## src/rtl/sumador_pkg.sv

```systemverilog
// Shared types for the pipelined adder/subtractor: operation encoding and
// the status-flag bundle carried alongside each result.
package sumador_pkg;

  typedef enum logic [1:0] {
    OP_ADD = 2'b00,
    OP_SUB = 2'b01,
    OP_ADC = 2'b10,
    OP_SBB = 2'b11
  } op_e;

  typedef struct packed {
    logic carry;
    logic overflow;
    logic zero;
    logic negative;
  } flags_t;

endpackage

```

## src/rtl/sumador_n.sv

```systemverilog
// Combinational N-bit ripple-carry adder; one instance per pipeline stage
// so each stage only carries half of the full chain.
module sumador_n #(
  parameter int N = 4
) (
  input  logic [N-1:0] a,
  input  logic [N-1:0] b,
  input  logic         cin,
  output logic [N-1:0] sum,
  output logic         cout
);

  logic c;

  always_comb begin
    sum = '0;
    c   = cin;
    for (int i = 0; i < N; i++) begin
      sum[i] = a[i] ^ b[i] ^ c;
      c      = (a[i] & b[i]) | (c & (a[i] ^ b[i]));
    end
    cout = c;
  end

endmodule

```

## src/rtl/sumador_restador_pipe.sv

```systemverilog
// Two-stage pipelined adder/subtractor with valid/ready on both sides; the
// carry chain is split between stages, low half first.
module sumador_restador_pipe
  import sumador_pkg::*;
#(
  parameter int WIDTH = 8,
  parameter int LO_W  = WIDTH / 2
) (
  input  logic             clk,
  input  logic             rst_n,
  input  logic             in_valid,
  output logic             in_ready,
  input  logic [WIDTH-1:0] a_num,
  input  logic [WIDTH-1:0] b_num,
  input  logic             carry_in,
  input  logic [1:0]       op,
  output logic             out_valid,
  input  logic             out_ready,
  output logic [WIDTH-1:0] result,
  output logic             carry_out,
  output logic             overflow,
  output logic             zero,
  output logic             negative
);

  localparam int HI_W = WIDTH - LO_W;

  logic [WIDTH-1:0] b_eff;
  logic             cin;
  logic [LO_W-1:0]  lo_sum;
  logic             c_mid;
  logic             xfer;
  logic             adv2;

  logic             s1_valid_q, s1_valid_d;
  logic [LO_W-1:0]  lo_q;
  logic             c_mid_q;
  logic [HI_W-1:0]  a_hi_q;
  logic [HI_W-1:0]  b_hi_q;

  logic [HI_W-1:0]  hi_sum;
  logic             c_out;
  logic             out_valid_q, out_valid_d;
  logic [WIDTH-1:0] result_q, result_d;
  flags_t           flags_q, flags_d;

  // Overflow only needs the operand sign bits, which travel in the high halves.
  function automatic flags_t calc_flags(input logic [WIDTH-1:0] res,
                                        input logic a_msb,
                                        input logic b_msb,
                                        input logic cy);
    flags_t f;
    f.carry    = cy;
    f.overflow = (a_msb == b_msb) && (res[WIDTH-1] != a_msb);
    f.zero     = ~|res;
    f.negative = res[WIDTH-1];
    return f;
  endfunction

  always_comb begin
    b_eff = b_num;
    cin   = 1'b0;
    case (op_e'(op))
      OP_ADD: begin b_eff = b_num;  cin = 1'b0;     end
      OP_SUB: begin b_eff = ~b_num; cin = 1'b1;     end
      OP_ADC: begin b_eff = b_num;  cin = carry_in; end
      OP_SBB: begin b_eff = ~b_num; cin = carry_in; end
      default: ;
    endcase
  end

  assign adv2     = s1_valid_q && (!out_valid_q || out_ready);
  assign in_ready = !s1_valid_q || adv2;
  assign xfer     = in_valid && in_ready;

  // ---- stage 1: low half of the carry chain ----
  sumador_n #(.N(LO_W)) u_lo (
    .a    (a_num[LO_W-1:0]),
    .b    (b_eff[LO_W-1:0]),
    .cin  (cin),
    .sum  (lo_sum),
    .cout (c_mid)
  );

  always_comb begin
    s1_valid_d = s1_valid_q;
    if (xfer)      s1_valid_d = 1'b1;
    else if (adv2) s1_valid_d = 1'b0;
  end

  always_ff @(posedge clk) begin
    if (xfer) begin
      lo_q    <= lo_sum;
      c_mid_q <= c_mid;
      a_hi_q  <= a_num[WIDTH-1:LO_W];
      b_hi_q  <= b_eff[WIDTH-1:LO_W];
    end
  end

  // ---- stage 2: high half, flags and output register ----
  sumador_n #(.N(HI_W)) u_hi (
    .a    (a_hi_q),
    .b    (b_hi_q),
    .cin  (c_mid_q),
    .sum  (hi_sum),
    .cout (c_out)
  );

  always_comb begin
    out_valid_d = out_valid_q;
    result_d    = result_q;
    flags_d     = flags_q;
    if (adv2) begin
      out_valid_d = 1'b1;
      result_d    = {hi_sum, lo_q};
      flags_d     = calc_flags({hi_sum, lo_q}, a_hi_q[HI_W-1], b_hi_q[HI_W-1], c_out);
    end else if (out_ready) begin
      out_valid_d = 1'b0;
    end
  end

  always_ff @(posedge clk or negedge rst_n) begin
    if (!rst_n) begin
      s1_valid_q  <= 1'b0;
      out_valid_q <= 1'b0;
      result_q    <= '0;
      flags_q     <= '0;
    end else begin
      s1_valid_q  <= s1_valid_d;
      out_valid_q <= out_valid_d;
      result_q    <= result_d;
      flags_q     <= flags_d;
    end
  end

  assign out_valid = out_valid_q;
  assign result    = result_q;
  assign carry_out = flags_q.carry;
  assign overflow  = flags_q.overflow;
  assign zero      = flags_q.zero;
  assign negative  = flags_q.negative;

endmodule

```

## config.mk

```make
export PLATFORM = sky130hd
export DESIGN_NAME = sumador_restador_pipe
export DESIGN_NICKNAME = d
export VERILOG_FILES = /design/src/rtl/sumador_pkg.sv /design/src/rtl/sumador_n.sv /design/src/rtl/sumador_restador_pipe.sv
export SDC_FILE = /design/constraint.sdc
export NUM_CORES = 1
export LEC_CHECK = 0
export ABC_AREA = 1
export CORE_MARGIN = 2
export CORE_UTILIZATION = 40
export DETAILED_ROUTE_END_ITERATION = 10
export PLACE_DENSITY = 0.69
export SKIP_CTS_REPAIR_TIMING = 1
export SLEW_MARGIN = 15
export SYNTH_ARGS = -nofsm -noshare
export SYNTH_HDL_FRONTEND = slang
export SYNTH_SLANG_ARGS = --single-unit
export TNS_END_PERCENT = 30
```

## constraint.sdc

```tcl
create_clock -name clk -period 2.5 [get_ports clk]
set_clock_uncertainty 0.1 [all_clocks]
set_input_delay 0.75 -clock clk [delete_from_list [all_inputs] [get_ports clk]]
set_output_delay 0.75 -clock clk [all_outputs]
set_load 0.02 [all_outputs]
```

# Word level (Yosys, flattened, before mapping)
# Index checks and enable logic that the tools add are counted.
# totals
regBits	27
inputBits	23
# op_classes
eq_ne	5
muxes	6
n_bitwise	41
reduce_logical	15
# ops
op	count
$and 1x1->1	16
$pmux 8 s2	1
$xor 1x1->1	16
$not 8->8	1
$or 1x1->1	8
$reduce_or 8->1	1
$reduce_or 2->1	3
$eq 2x2->1 const B	2
$mux 1	4
$reduce_bool 2->1	2
$logic_and 1x1->1	3
$logic_not 1->1	3
$pmux 1 s3	1
$eq 2x1->1 const B	1
$logic_not 2->1	1
$logic_or 1x1->1	2
$eq 1x1->1	1
$ne 1x1->1	1

# Logic depth before layout (Yosys ltp)
# Gate-level depths: netlist of run 1.
# depth
word_depth	12
ltp_mapped	11
depth_no_buf	11

# Cells and area by module
# A second synthesis of run 1 with hierarchy kept.
# hier_totals
cells_unflattened	118
area_unflattened_um2	1276.2
# by_module_without_submodules
mod	n_inst	cells_each	area_each_um2
sumador_restador_pipe	1	90	1041.0
sumador_n	2	14	117.6

# Worst setup path before layout of run 1
# OpenSTA, ideal clock, no wires.
# synth_path
path_kind	input port to flip-flop
from	input op[0]
to	register lo_q[3], data pin
t_arrival_ns	2.481
path_slack_ns	-0.350
cell_stages	9
n_path_buf	1
path_cell_list	buf_4 > xnor2_1 > fa_1 > inv_1 > fa_1 > inv_1 > fa_1 > inv_1 > fa_1
# synth_between
elab_chain_cells	11
word_cells_on_any_way	23
# synth_rtl
item	line_no	source
start, declared	sumador_restador_pipe.sv:16	input logic [1:0] op,
$eq 2x2->1, or another cell as far along	sumador_restador_pipe.sv:63	case (op_e'(op))
$reduce_or 2->1 (no line)	--	
$pmux 8 s2	sumador_restador_pipe.sv:63	
$xor 1x1->1	sumador_n.sv:20	c = (a[i] & b[i]) | (c & (a[i] ^ b[i]));
$and 1x1->1	sumador_n.sv:20	
$or 1x1->1	sumador_n.sv:20	
$and 1x1->1	sumador_n.sv:20	
$or 1x1->1	sumador_n.sv:20	
$and 1x1->1	sumador_n.sv:20	
$or 1x1->1	sumador_n.sv:20	
$xor 1x1->1 (*)	sumador_n.sv:19	sum[i] = a[i] ^ b[i] ^ c;
named net lo_sum[3]	sumador_restador_pipe.sv:30	logic [LO_W-1:0] lo_sum;
end signal, assigned	sumador_restador_pipe.sv:93	lo_q <= lo_sum;
end, declared	sumador_restador_pipe.sv:36	logic [LO_W-1:0] lo_q;
# The timed path passes the listed nets; every way through them passes the cells marked *.
# A chain may end at the register's enable or synchronous reset.

# Final worst setup path of run 1
# Same ends and word-level chain as after synthesis.

==> results of run 1 <==
==> area by class of cell <==
class	instances	area (µm²)	area share, %
Sequential cell	26	715.7	40.14
Inverter	25	93.84	5.263
Tap cell	44	55.05	3.088
Multi-Input combinational cell	57	501.7	28.14
Clock buffer	4	26.28	1.474
Timing Repair Buffer	40	390.4	21.89
==> layout by cell type (no fill, tap or decap), types with 2 or more instances in the layout <==
cell type         n
nand2_2           3
fa_2              7
nand3_1           3
nor2_1            2
inv_2             5
buf_4             4
xor2_1            6
edfxtp_1         13
inv_1            20
o21ai_2           9
dlymetal6s2s_1    4
nand2_1          19
clkbuf_4          3
clkdlybuf4s50_1  30
dfrtp_1          13
==> worst max path at each step <==
| stage | from | endpoint |
|---|---|---|
| final | op[0] | lo_q[3] |
| after global routing | op[0] | lo_q[3] |
| after CTS | op[0] | lo_q[3] |
| after detailed placement | op[0] | lo_q[3] |
| after global placement | op[0] | lo_q[3] |
| after floorplan | op[0] | lo_q[3] |
==> synthesized netlist by cell type, drive strengths merged <==
library cell  number  area, µm²
inv               25      93.84
buf                4      46.29
fa                 8      160.2
nand2             23      101.4
xor2               6      52.55
ha                 1      12.51
mux2i              1      10.01
xnor2              2      17.52
dfrtp             13      325.3
edfxtp            13      390.4
o21ai             10      83.83
nand3              3      15.01
a21oi              1      5.000
nor2               2      7.510
==> power by group through the flow <==
stage,clock (mW),sequential (mW),combinational [mW]
finish,0.181,0.583,0.466
global route,0.199,0.593,0.515
CTS,0.186,0.584,0.473
detailed placement,0,0.593,0.472
global placement,0,0.589,0.458
floorplan,0,0.656,0.218
==> registers in the layout (all words and copies together) (netlist names) <==
name	cells
a_hi_q	4
lo_q	4
overflow	1
carry_out	1
c_mid_q	1
b_hi_q	4
zero	1
s1_valid_q	1
out_valid	1
result	8
==> routing by layer <==
| metal | GRT usage [%] | share of wire, % | vias to the layer above |
|---|---|---|---|
| met1 | 13.34 | 42 | 374 |
| met4 | 2.736 | 0.39 | 0 |
| met3 | 2.731 | 6.7 | 2 |
| met2 | 24.47 | 51 | 30 |
| li1 | - | - | 417 |
| met5 | 0 | 0 | - |
==> kinds of logic (layout without fill, tap and decap cells) <==
| group | Yosys count | after routing |
|---|---|---|
| AO/OA/AOI/OAI | 11 | 11 |
| XOR/XNOR | 8 | 8 |
| adder cells (fa/ha/maj) | 9 | 9 |
| buffers and inverters | 29 | 69 |
| flip-flops | 26 | 26 |
| multiplexers | 1 | 1 |
| AND/OR/NAND/NOR | 28 | 28 |
==> worst min-delay path, cell delays in order (launching register included) <==
cell and delay [ns]:
dfrtp_1 0.37, nand2_1 0.06, o21ai_2 0.05
==> per-stage QoR <==
step / instance area, µm² / TNS, ns / setup slack (ns) / power [mW] / hold slack (ns)
6_report: 1783 / -0.1303 / -0.1303 / 1.230 / 0.4000
5_1_grt: 1783 / -0.1842 / -0.1568 / 1.308 / 0.4282
4_1_cts: 1773 / -1.564 / -0.5006 / 1.243 / 0.4000
3_5_place_dp: 1747 / -2.815 / -0.8518 / 1.065 / 0.3688
3_3_place_gp: 1747 / -2.481 / -0.7750 / 1.047 / 0.3687
2_1_floorplan: 1360 / -0.4277 / -0.2663 / 0.8738 / 0.3544
==> metrics.md, run 1 <==
| Metric | Value |
|---|---|
| Fillcell total | approximately 290 |
| Worst hold start | result[2] |
| Initial antenna violation count | 0 |
| Mapped Cells | 112 |
| HPWL after DPL | between 1500 and 2000 µm |
| Final cell count without fillers | approximately 200 |
| Synth cell types | 20 |
| NetSw | 0.4038 mW |
| Worst-path maximum fanout | 3 |
| Levels on crit path | 9 |
| Synth Area in Compound Gates | roughly 6.7% |
| Most used cell along the critical path | fa_2 |
| CP delay by family, top | adder cells |
| Worst Path Arrival | around 2.6 ns |
| Status | finished with violations |
| Failing checks | negative setup slack |
| TritonCTS clock tree | done |
| GRT overflow | 0 |
| Initial Util | roughly 43% |
| Tot GR Track Use | approximately an eighth |
| 1st-pass router iterations | 4 |
| Post-route DRC | 0 |
| Post-synthesis mux area share | 0.7576% |
| Post-synthesis register bit count | 26 |
| H-tree depth | 1 |
| Final period utilization | 105.2% |
| Gpl congestion | between 0.7 and 0.8 |
| DR vias/cell | between 4 and 5 |
| Post-synthesis simple-gate area fraction | a little under a tenth |
| Yosys warns | 0 |
| CP endpoint kind | flop |
| CP bufs+invs | 4 |
| Final hold vios | 0 |
| Vias | 823 |
| Clk slew on worst S/H paths | around 0.13 ns |
| Worst Setup Path Type | in2reg |
| Pin slew with the least headroom to its limit | 0.5564 ns |
| Die height | between 60 and 70 µm |
| DIE AREA | 3779 µm² |
| Data required time of the worst path | between 2 and 2.5 ns |
| Peak VDD IR | around 0.26 mV |
| Setup WS post-layout | -0.1303 ns |
| Logic gate share of total power | between 30% and 40% |
| Area grow syn2layout | 34.94% |
| HP Class | reg2reg |
| Synthesized Nets | around 140 |
| Sequential Power Share | 47.4% |
| Initial DRC Count | 22 |
| Reg2reg start | c_mid_q |
| Diode count | 0 |
| Num CTS Buffers | 3 |
| Clock group share of total power | roughly 15% |
| Reg-to-reg critical path endpoint | zero |
| Sw Ratio | ~33% |
| Synth Area in Adders | about an eighth |
| Rel. slew slack | a little over three fifths |
| Skew-Pair Late Insertion Delay | roughly 0.32 ns |
| # port buffers | 36 |
| IO Count | 37 |
| Site Rows | 20 |
| RSZ-0062 raised after global routing | yes |
| Hold path cells | 2 |
| Maxcap violations | 0 |
| Static leakage | between 0.8 and 0.9 nW |
| Clock buffer depth | 2 |
| Placed cells | 192 |
| Final slew viol count | 0 |
| Power density cells | 690.0 nW/µm² |
| Final setup fails | 1 |
| R2r worst-path depth | 11 |
| Main combinational cell family by area after synthesis | adder cells |
| End-of-flow core utilization | a little under three fifths |
| Critical path's largest stage delay | 0.41 ns |
| Post-layout min period | ~2.6 ns |
| Startpoint types | input pin |
| Internal power | roughly 0.83 mW |
| Vias in the first global route | slightly above 800 |
| Die X | between 60 and 70 µm |
| Final ANT Viol Nets | 0 |
| Global-route wire length before repair | approximately 3400 µm |
| Layout cells sized above 1 | between 20% and 30% |
| XOR/XNOR Fraction of Synth Area | under 10% |
| Aggregate routed wire length | 2067 µm |
| Mapped Area | ~1300 µm² |
| Clk sinks | 26 |
| Critical-path cell list | buf_2, xnor2_4, fa_2, inv_2, fa_2, inv_2, fa_2, inv_2, fa_2 |
| Flop-to-flop setup slack | 0.10 ns |
| FMAX | around 0.38 GHz |
| Avg Inst Size Synth | ~12 µm² |
| Pin count of the biggest net entering global routing | 22 |
| Core ar. | 3103 µm² |
| Sequential area share after synthesis | a little over half |
| Slowest CP cell | fa_2 |
| End of the worst hold path | result[2] |
| WL/cell | approximately 11 µm |
| Clock Tree Root | clkbuf_4 |
| Nets | between 150 and 200 |
Power figures use the tool's default switching activity.
==> inputs of run 2 (changes only) <==
--- a/config.mk
+++ b/config.mk
@@ -9,6 +9,7 @@
 export CORE_MARGIN = 2
 export CORE_UTILIZATION = 40
 export DETAILED_ROUTE_END_ITERATION = 10
+export GPL_TIMING_DRIVEN = 0
 export PLACE_DENSITY = 0.69
 export SKIP_CTS_REPAIR_TIMING = 1
 export SLEW_MARGIN = 15
==> metrics.md, run 2 (synthesis results as in run 1) <==
| Metric | Value |
|---|---|
| Startpoint types | input pin (unchanged) |
| Clk slew on worst S/H paths | 0.13 ns (about the same) |
| End-of-flow core utilization | 59.11% (was 57.46%) |
| Power density cells | 681.7 nW/µm² (was 690.0 nW/µm²) |
| H-tree depth | 1 (unchanged) |
| Tot GR Track Use | 13.07% (was 12.39%) |
| Gpl congestion | 0.7580 (was 0.7154) |
| Rel. slew slack | 62.10% (was 62.79%) |
| Commonest cells after routing, fill and taps aside | clkdlybuf4s50_1, inv_1, nand2_1 (unchanged) |
| Status | finished with violations (unchanged) |
| Final hold vios | 0 (unchanged) |
| Final ANT Viol Nets | 0 (unchanged) |
| DIE AREA | 3779 µm² (unchanged) |
| FMAX | 0.3935 GHz (was 0.3802 GHz) |
| Post-route DRC | 0 (unchanged) |
| Final setup fails | 1 (unchanged) |
| Failing checks | negative setup slack (unchanged) |
| Commonest non-fill, non-tap cell in the layout | clkdlybuf4s50_1 (unchanged) |
| Final cell count without fillers | 199 (was 196) |
| Vias | 854 (was 823) |
| Die X | 61.48 µm (unchanged) |
| HPWL after DPL | 1745 µm (was 1715 µm) |
| HP Class | reg2reg (unchanged) |
| Pin slew with the least headroom to its limit | 0.5668 ns (was 0.5564 ns) |
| GRT overflow | 0 (unchanged) |
| Maxcap violations | 0 (unchanged) |
| Skew-Pair Late Insertion Delay | 0.32 ns (about the same) |
| Aggregate routed wire length | 2100 µm (was 2067 µm) |
| Initial DRC Count | 19 (was 22) |
| Clk sinks | 26 (unchanged) |
| WL/cell | 10.55 µm (about the same) |
| Wire length on met3 | 126 µm (was 138 µm) |
| # port buffers | 35 (was 36) |
| 1st-pass router iterations | 4 (unchanged) |
| Die height | 61.48 µm (unchanged) |
| Diode count | 0 (unchanged) |
| Clock Tree Root | clkbuf_4 (unchanged) |
| Post-layout min period | 2.542 ns (was 2.630 ns) |
| Initial Util | 42.58% (unchanged) |
| Worst Path Arrival | 2.52 ns (was 2.60 ns) |
| Global-route wire length before repair | 3525 µm (was 3401 µm) |
| Data required time of the worst path | 2.48 ns (was 2.47 ns) |
| Flip-flop count of the largest register after layout | 8 (unchanged) |
| Site Rows | 20 (unchanged) |
| Clock buffer depth | 2 (unchanged) |
| Setup WS post-layout | -0.04151 ns (was -0.1303 ns) |
| Nets | 188 (was 185) |
| Worst-path maximum fanout | 8 (was 3) |
| Initial antenna violation count | 0 (unchanged) |
| Routed length on met1 | 832 µm (was 863 µm) |
| Vias in the first global route | 885 (was 811) |
| TritonCTS clock tree | done (unchanged) |
| Peak VDD IR | 0.2215 mV (was 0.2649 mV) |
| Pin count of the biggest net entering global routing | 15 (was 22) |
| Final period utilization | 101.7% (was 105.2%) |
| Area grow syn2layout | 38.83% (was 34.94%) |
| Met2 WL post-DR | 1129 µm (was 1057 µm) |
| Worst Setup Path Type | in2reg (unchanged) |
| Static leakage | 0.8372 nW (was 0.8185 nW) |
| Core ar. | 3103 µm² (unchanged) |
| Top routing layer used | met4 (unchanged) |
| Final slew viol count | 0 (unchanged) |
| RSZ-0062 raised after global routing | yes (unchanged) |
| CP endpoint kind | flop (unchanged) |
| IO Count | 37 (unchanged) |
| DR vias/cell | 4.291 (was 4.199) |
| Num CTS Buffers | 3 (unchanged) |
| Layout cells sized above 1 | 25.16% (was 23.03%) |
| Placed cells | 191 (was 192) |
## run 2: power breakdown
part           switching [mW]  total, mW  leakage, nW  internal [mW]
registers              0.0441      0.583        0.285          0.539
clock network           0.115      0.177       0.0150         0.0624
logic                   0.246      0.490        0.537          0.243
total                   0.405       1.25        0.837          0.845
## run 2: critical path, cell delays in order
cell	delay, ns
buf_12	0.12
xnor2_4	0.12
fa_2	0.38
inv_2	0.07
fa_2	0.20
inv_2	0.04
fa_2	0.38
inv_2	0.06
fa_1	0.39
## run 2: worst paths after layout
check | from | to | slack (ns) | cells after the start
min in group asynchronous | rst_n | result[0] | 0.68 | 1
max in group asynchronous | rst_n | carry_out | 1.25 | 1
min | result[1] | result[1] | 0.40 | 2
max | op[0] | lo_q[3] | -0.04 | 9
max reg2reg | c_mid_q | zero | 0.12 | 11
min reg2reg | result[1] | result[1] | 0.40 | 2
## run 2: final cells by class
type                       instances  area (µm²)
fill                             299        1269
sequential                        26       715.7
multi-input combinational         57       508.0
timing repair buffer              39       376.6
inverter                          25       93.84
buffer                             4       58.81
tap                               44       55.05
clock buffer                       4       26.28
## run 2: layer usage
| layer | GRT usage, % | up-vias |
|---|---|---|
| met5 | 0 | - |
| met4 | 3.647 | 0 |
| met3 | 3.361 | 2 |
| met2 | 26.14 | 30 |
| met1 | 13.13 | 399 |
| li1 | - | 423 |
## run 2: per-stage QoR
step                      total power [mW]  setup TNS [ns]  hold slack, ns  setup slack [ns]  cell area (µm²)
after floorplan                     0.8738         -0.4277          0.3544           -0.2663             1360
after global placement               1.068          -2.142          0.3663           -0.6854             1765
after detailed placement             1.087          -2.352          0.3710           -0.7321             1765
after CTS                            1.263          -1.143          0.4021           -0.3721             1792
after global routing                 1.336        -0.08724          0.4277          -0.08724             1834
final                                1.250        -0.04151          0.3961          -0.04151             1834
==> inputs of run 3 (changes only) <==
--- a/config.mk
+++ b/config.mk
@@ -11,6 +11,7 @@
 export DETAILED_ROUTE_END_ITERATION = 10
 export GPL_TIMING_DRIVEN = 0
 export PLACE_DENSITY = 0.69
+export REMOVE_ABC_BUFFERS = 1
 export SKIP_CTS_REPAIR_TIMING = 1
 export SLEW_MARGIN = 15
 export SYNTH_ARGS = -nofsm -noshare
==> metrics.md, run 3 (synthesis results as in run 1) <==
| Metric | Value |
|---|---|
| Final slew viol count | 0 (unchanged) |
| Static leakage | 0.8071 nW (was 0.8372 nW) |
| Aggregate routed wire length | 2125 µm (was 2100 µm) |
| Post-layout min period | 2.531 ns (was 2.542 ns) |
| Worst Setup Path Type | in2reg (unchanged) |
| Final setup fails | 1 (unchanged) |
| Data required time of the worst path | 2.48 ns (about the same) |
| Tot GR Track Use | 12.41% (was 13.07%) |
| Skew-Pair Late Insertion Delay | 0.32 ns (about the same) |
| HP Class | reg2reg (unchanged) |
| Fillcell total | 313 (was 299) |
| Dpl ws | -1.115 ns (was -0.7321 ns) |
| Clock buffer depth | 2 (unchanged) |
| Die height | 61.48 µm (unchanged) |
| TritonCTS clock tree | done (unchanged) |
| Worst Path Arrival | 2.51 ns (was 2.52 ns) |
| Site Rows | 20 (unchanged) |
| IO Count | 37 (unchanged) |
| Peak VDD IR | 0.2205 mV (was 0.2215 mV) |
| Clock Tree Root | clkbuf_4 (unchanged) |
| CP endpoint kind | flop (unchanged) |
| Initial DRC Count | 28 (was 19) |
| Diode count | 0 (unchanged) |
| Rel. slew slack | 61.00% (was 62.10%) |
| Crit path from | op[1] (was op[0]) |
| Area grow syn2layout | 35.23% (was 38.83%) |
| DR vias/cell | 4.295 (was 4.291) |
| Pin count of the biggest net entering global routing | 22 (was 15) |
| Clk sinks | 26 (unchanged) |
| Final period utilization | 101.2% (was 101.7%) |
| Layout cells sized above 1 | 25.50% (was 25.16%) |
| DIE AREA | 3779 µm² (unchanged) |
| Gpl congestion | 0.7341 (was 0.7580) |
| Commonest cells after routing, fill and taps aside | clkdlybuf4s50_1, inv_1, nand2_1 (unchanged) |
| Setup WS post-layout | -0.03085 ns (was -0.04151 ns) |
| Power density cells | 705.9 nW/µm² (was 681.7 nW/µm²) |
| Reg2reg start | c_mid_q (unchanged) |
| Vias | 829 (was 854) |
| Clk slew on worst S/H paths | 0.13 ns (about the same) |
| # port buffers | 36 (was 35) |
| GRT overflow | 0 (unchanged) |
| Worst hold start | result[0] (was result[1]) |
| Core ar. | 3103 µm² (unchanged) |
| WL/cell | 11.01 µm (was 10.55 µm) |
| Num CTS Buffers | 3 (unchanged) |
| Final ANT Viol Nets | 0 (unchanged) |
| Sum Neg Setup Slack | -0.03085 ns (was -0.04151 ns) |
| Failing checks | negative setup slack (unchanged) |
| RSZ-0062 raised after global routing | yes (unchanged) |
| 1st-pass router iterations | 4 (unchanged) |
| Pin slew with the least headroom to its limit | 0.5832 ns (was 0.5668 ns) |
| HPWL after DPL | 1680 µm (was 1745 µm) |
| Finished Cell Area | 1787 µm² (was 1834 µm²) |
| Status | finished with violations (unchanged) |
| Startpoint types | input pin (unchanged) |
| Final hold vios | 0 (unchanged) |
| Nets | 182 (was 188) |
| Initial Util | 42.58% (unchanged) |
| Vias in the first global route | 831 (was 885) |
| Post-Place Cell Area | 1690 µm² (was 1765 µm²) |
| Die X | 61.48 µm (unchanged) |
| FMAX | 0.3951 GHz (was 0.3935 GHz) |
| H-tree depth | 1 (unchanged) |
| Initial antenna violation count | 0 (unchanged) |
| Global-route wire length before repair | 3381 µm (was 3525 µm) |
| Hold_ws | 0.3966 ns (was 0.3961 ns) |
| Post-route DRC | 0 (unchanged) |
| Worst-path maximum fanout | 1 (was 8) |
| Maxcap violations | 0 (unchanged) |
| Commonest non-fill, non-tap cell in the layout | clkdlybuf4s50_1 (unchanged) |
| Flip-flop count of the largest register after layout | 8 (unchanged) |
-- run 3: power by group --
part	switching [mW]	internal, mW	total [mW]
clock	0.119	0.0891	0.209
sequential	0.0434	0.539	0.582
combinational	0.243	0.227	0.470
total	0.406	0.856	1.26
-- run 3: cell type report --
class / count / area (µm²) / share of cell area (%)
Clock buffer: 4 / 36.28 / 2.031
Sequential cell: 26 / 715.7 / 40.06
Multi-Input combinational cell: 57 / 510.5 / 28.57
Timing Repair Buffer: 37 / 375.4 / 21.01
Tap cell: 44 / 55.05 / 3.081
Inverter: 25 / 93.84 / 5.252
-- run 3: path summary, 6_finish.rpt --
kind | end | slack [ns] | cells past startpoint
setup reg to reg | zero | 0.14 | 11
max in group asynchronous | result[2] | 1.24 | 1
setup / recovery | lo_q[3] | -0.03 | 9
hold / removal | result[0] | 0.40 | 2
min in group asynchronous | result[5] | 0.68 | 1
hold reg to reg | result[0] | 0.40 | 2
-- run 3: critical path: stages --
cell     delay [ns]
buf_6          0.09
mux2i_2        0.15
fa_2           0.38
inv_2          0.07
fa_2           0.20
inv_2          0.04
fa_2           0.37
inv_2          0.07
fa_1           0.38
-- run 3: through the flow --
stage | cells | power [mW] | utilization (%)
finish | 193 | 1.261 | 57.58
global route | 193 | 1.344 | 57.58
CTS | 192 | 1.257 | 55.65
detailed placement | 188 | 1.047 | 54.48
global placement | 188 | 1.029 | 54.48
floorplan | 108 | 0.8369 | -
-- run 3: metal layers --
layer,track usage [%],wire (µm),vias to the layer above
met3,1.261,106,5
met1,13.53,857,386
met4,7.295,55,0
met5,0,0,-
li1,-,-,412
met2,23.10,1105,26
==> patch (config.mk and constraints of run 1) <==
Take the reset off `result_q` and load it in a clocked block of its own.
--- a/src/rtl/sumador_restador_pipe.sv
+++ b/src/rtl/sumador_restador_pipe.sv
@@ -123,14 +123,16 @@
     if (!rst_n) begin
       s1_valid_q  <= 1'b0;
       out_valid_q <= 1'b0;
-      result_q    <= '0;
       flags_q     <= '0;
     end else begin
       s1_valid_q  <= s1_valid_d;
       out_valid_q <= out_valid_d;
-      result_q    <= result_d;
       flags_q     <= flags_d;
     end
+  end
+
+  always_ff @(posedge clk) begin
+    result_q <= result_d;
   end
 
   assign out_valid = out_valid_q;
Formal check against the unedited RTL: differs if rst_n is asserted again (counterexample within 4 cycles, from zero or initial values and one cycle with rst_n low); with rst_n held inactive, the same outputs for 10 cycles.
==> patch against run 1 <==
- die area decreased by 5.2%
- clock power increased by 2%
- global-route usage is 0.88 points higher
- cell area is 1.8% lower
- setup slack worse by 43 ps
- routed wire length is 0.48% higher
- sequential cell count grew 1
- area after synthesis down 5.6%
- largest cell class unchanged
- power is 9.7% lower
- the flow still finishes with violations (setup timing)
- first-iteration DRC count unchanged
- sequential share of layout area rose by 4.4 points
==> patch: results (changes against run 1) <==
Synth
  • Top post-synthesis cells by area: edfxtp_1 (51%), fa_1 (13%), dfrtp_1 (12%), inv_1 (7.5%), nand2_1 (4.5%)
  • Synth cell count leaders: inv_1 (25), edfxtp_1 (21), nand2_1 (15), fa_1 (8)
  • Sequential area share after synthesis: 62.6% (+8.4 points)
  • Synth unique cells: 16 (-20%)
  • EDFF count, synth: 21 (+8)
  • Synth warnings: 0 (unchanged)
  • Syn_nets: 129 (-10%)
  • Share of synthesized registers carrying an async set or reset: 22.2% (-28 points)

Final layout
  • Share of cells above drive strength 1: 15.6% (-7.4 points)
  • Fin nets: 174 (-5.9%)
  • Number of flip-flops in the largest register: 8 (unchanged)
  • Antenna diodes: 0 (unchanged)

Clock tree
  • TritonCTS Buffers: 3 (unchanged)
  • Clock latency on the worst-skew pair: 320 ps (about the same)
  • Clock root cell: clkbuf_4
  • H-tree depth: 1 (unchanged)
  • Worst-path clk slew: 130 ps (about the same)
  • CTS Buffer Depth: 2 (unchanged)

Critical path
  • Reg-to-reg slack, setup: 100 ps (about the same)
  • Largest driver fanout on the critical path: 1 (-2)
  • Crit. Startpoint: a_num[0]
  • FF-to-FF Start: a_hi_q[0]
  • R2R Path End: overflow
  • FF-to-FF path depth: 11 (unchanged)
  • Critical Path Sink: lo_q[3]
  • Crit path DAT: 2650 ps (+50 ps)

STA
  • TNS Setup: -174 ps (-43.3 ps)
  • Final worst setup slack: -174 ps (-43.3 ps)
  • Least-Margin Pin Slew: 282 ps (-275 ps)
  • Hold_ws: 374 ps (-26.1 ps)
  • Setup violators final: 1 (unchanged)

Power and ir drop
  • Max rail drop VDD: 326 uV (+23%)
  • Leakage: 0.787 nW (-3.8%)
  • Power per cell area: 634 nW/um2 (-8.1%)

Place
  • Port Buf Inserts: 36 (unchanged)
  • Final Wtd Congestion: 0.718 (+0.39%)
  • Final HPWL from detailed placement: 1.70 mm (-0.70%)

Global route
  • Vias in the first global route: 851 (+4.9%)
  • Initial antenna violation count: 0 (unchanged)
  • Largest net degree at the start of global routing: 15 (-32%)
  • Total global-route track usage: 13.3% (+0.88 points)
  • First-pass GRT wire length: 3.48 mm (+2.2%)

Run status
  • Failing checks: setup timing
  • Status: complete, but fails checks

Detailed routing
  • Drt pass-1 iters: 4 (unchanged)
  • Detailed-route via count: 778 (-5.5%)
  • Detailed Route WL: 2.08 mm (+0.48%)
  • Initial DRC count: 22 (unchanged)

Min path
  • Hold crit path type: flop to flop
patch: changes by cell type in the layout (fill, tap and decap cells not counted), sizes merged:
cell / delta
edfxtp: +8
dfrtp: -7
nand2: -7
o21ai: -7
clkbuf: -1
clkdlybuf4s50: +1
dlymetal6s2s: +1
inv: +1
patch: worst min path at each step:
stage / start / cells past startpoint / to
after floorplan: lo_q[0] / 0 / result[0]
after global placement: lo_q[1] / 0 / result[1]
after detailed placement: lo_q[1] / 0 / result[1]
after CTS: lo_q[1] / 0 / result[1]
after global routing: lo_q[1] / 0 / result[1]
final: lo_q[1] / 0 / result[1]
patch: layout make-up:
type,count,area (um2)
Clock buffer,4,26.3
Timing Repair Buffer,41,410
Sequential cell,27,781
Inverter,26,97.6
Multi-Input combinational cell,43,395
Tap cell,33,41.3
Fill cell,260,1250
patch: report_power, final:
group / switching [mW] / internal, mW / total, mW
combinational: 0.166 / 0.162 / 0.328
clock: 0.123 / 0.0625 / 0.185
sequential: 0.0292 / 0.568 / 0.597
total: 0.318 / 0.792 / 1.11
patch: logic make-up (layout without fill, tap and decap cells):
kind of cell	count (synthesis)	in the layout	share of synthesized area [%]
flops	27	27	62.6
buf+inv	27	71	8.43
simple gates	21	21	6.82
fa+ha+maj	9	9	13.8
xor+xnor	8	8	5.62
compound gates	4	4	1.91
mux	1	1	0.802
patch: critical path, cell delays in order:
cell and delay, ps:
clkdlybuf4s50_1 460, inv_1 50, fa_2 330, inv_2 60
fa_2 180, inv_2 40, fa_2 320, inv_2 60
fa_1 410
patch: metal layers:
| layer | GRT usage, % | wire, um | up-vias |
|---|---|---|---|
| met1 | 14.3 | 754 | 369 |
| met4 | 5.71 | 44 | 0 |
| met2 | 25.8 | 1210 | 21 |
| met3 | 1.30 | 67 | 4 |
| met5 | 0 | 0 | - |
| li1 | - | - | 384 |
patch: stage by stage:
stage | cell area, um2 | power (mW) | worst slack [ps] | instances
3_5_place_dp | 1710 | 0.940 | -831 | 170
5_1_grt | 1750 | 1.18 | -245 | 174
3_3_place_gp | 1710 | 0.922 | -759 | 170
4_1_cts | 1730 | 1.12 | -475 | 174
6_report | 1750 | 1.11 | -174 | 174
2_1_floorplan | 1290 | 0.779 | -266 | 97
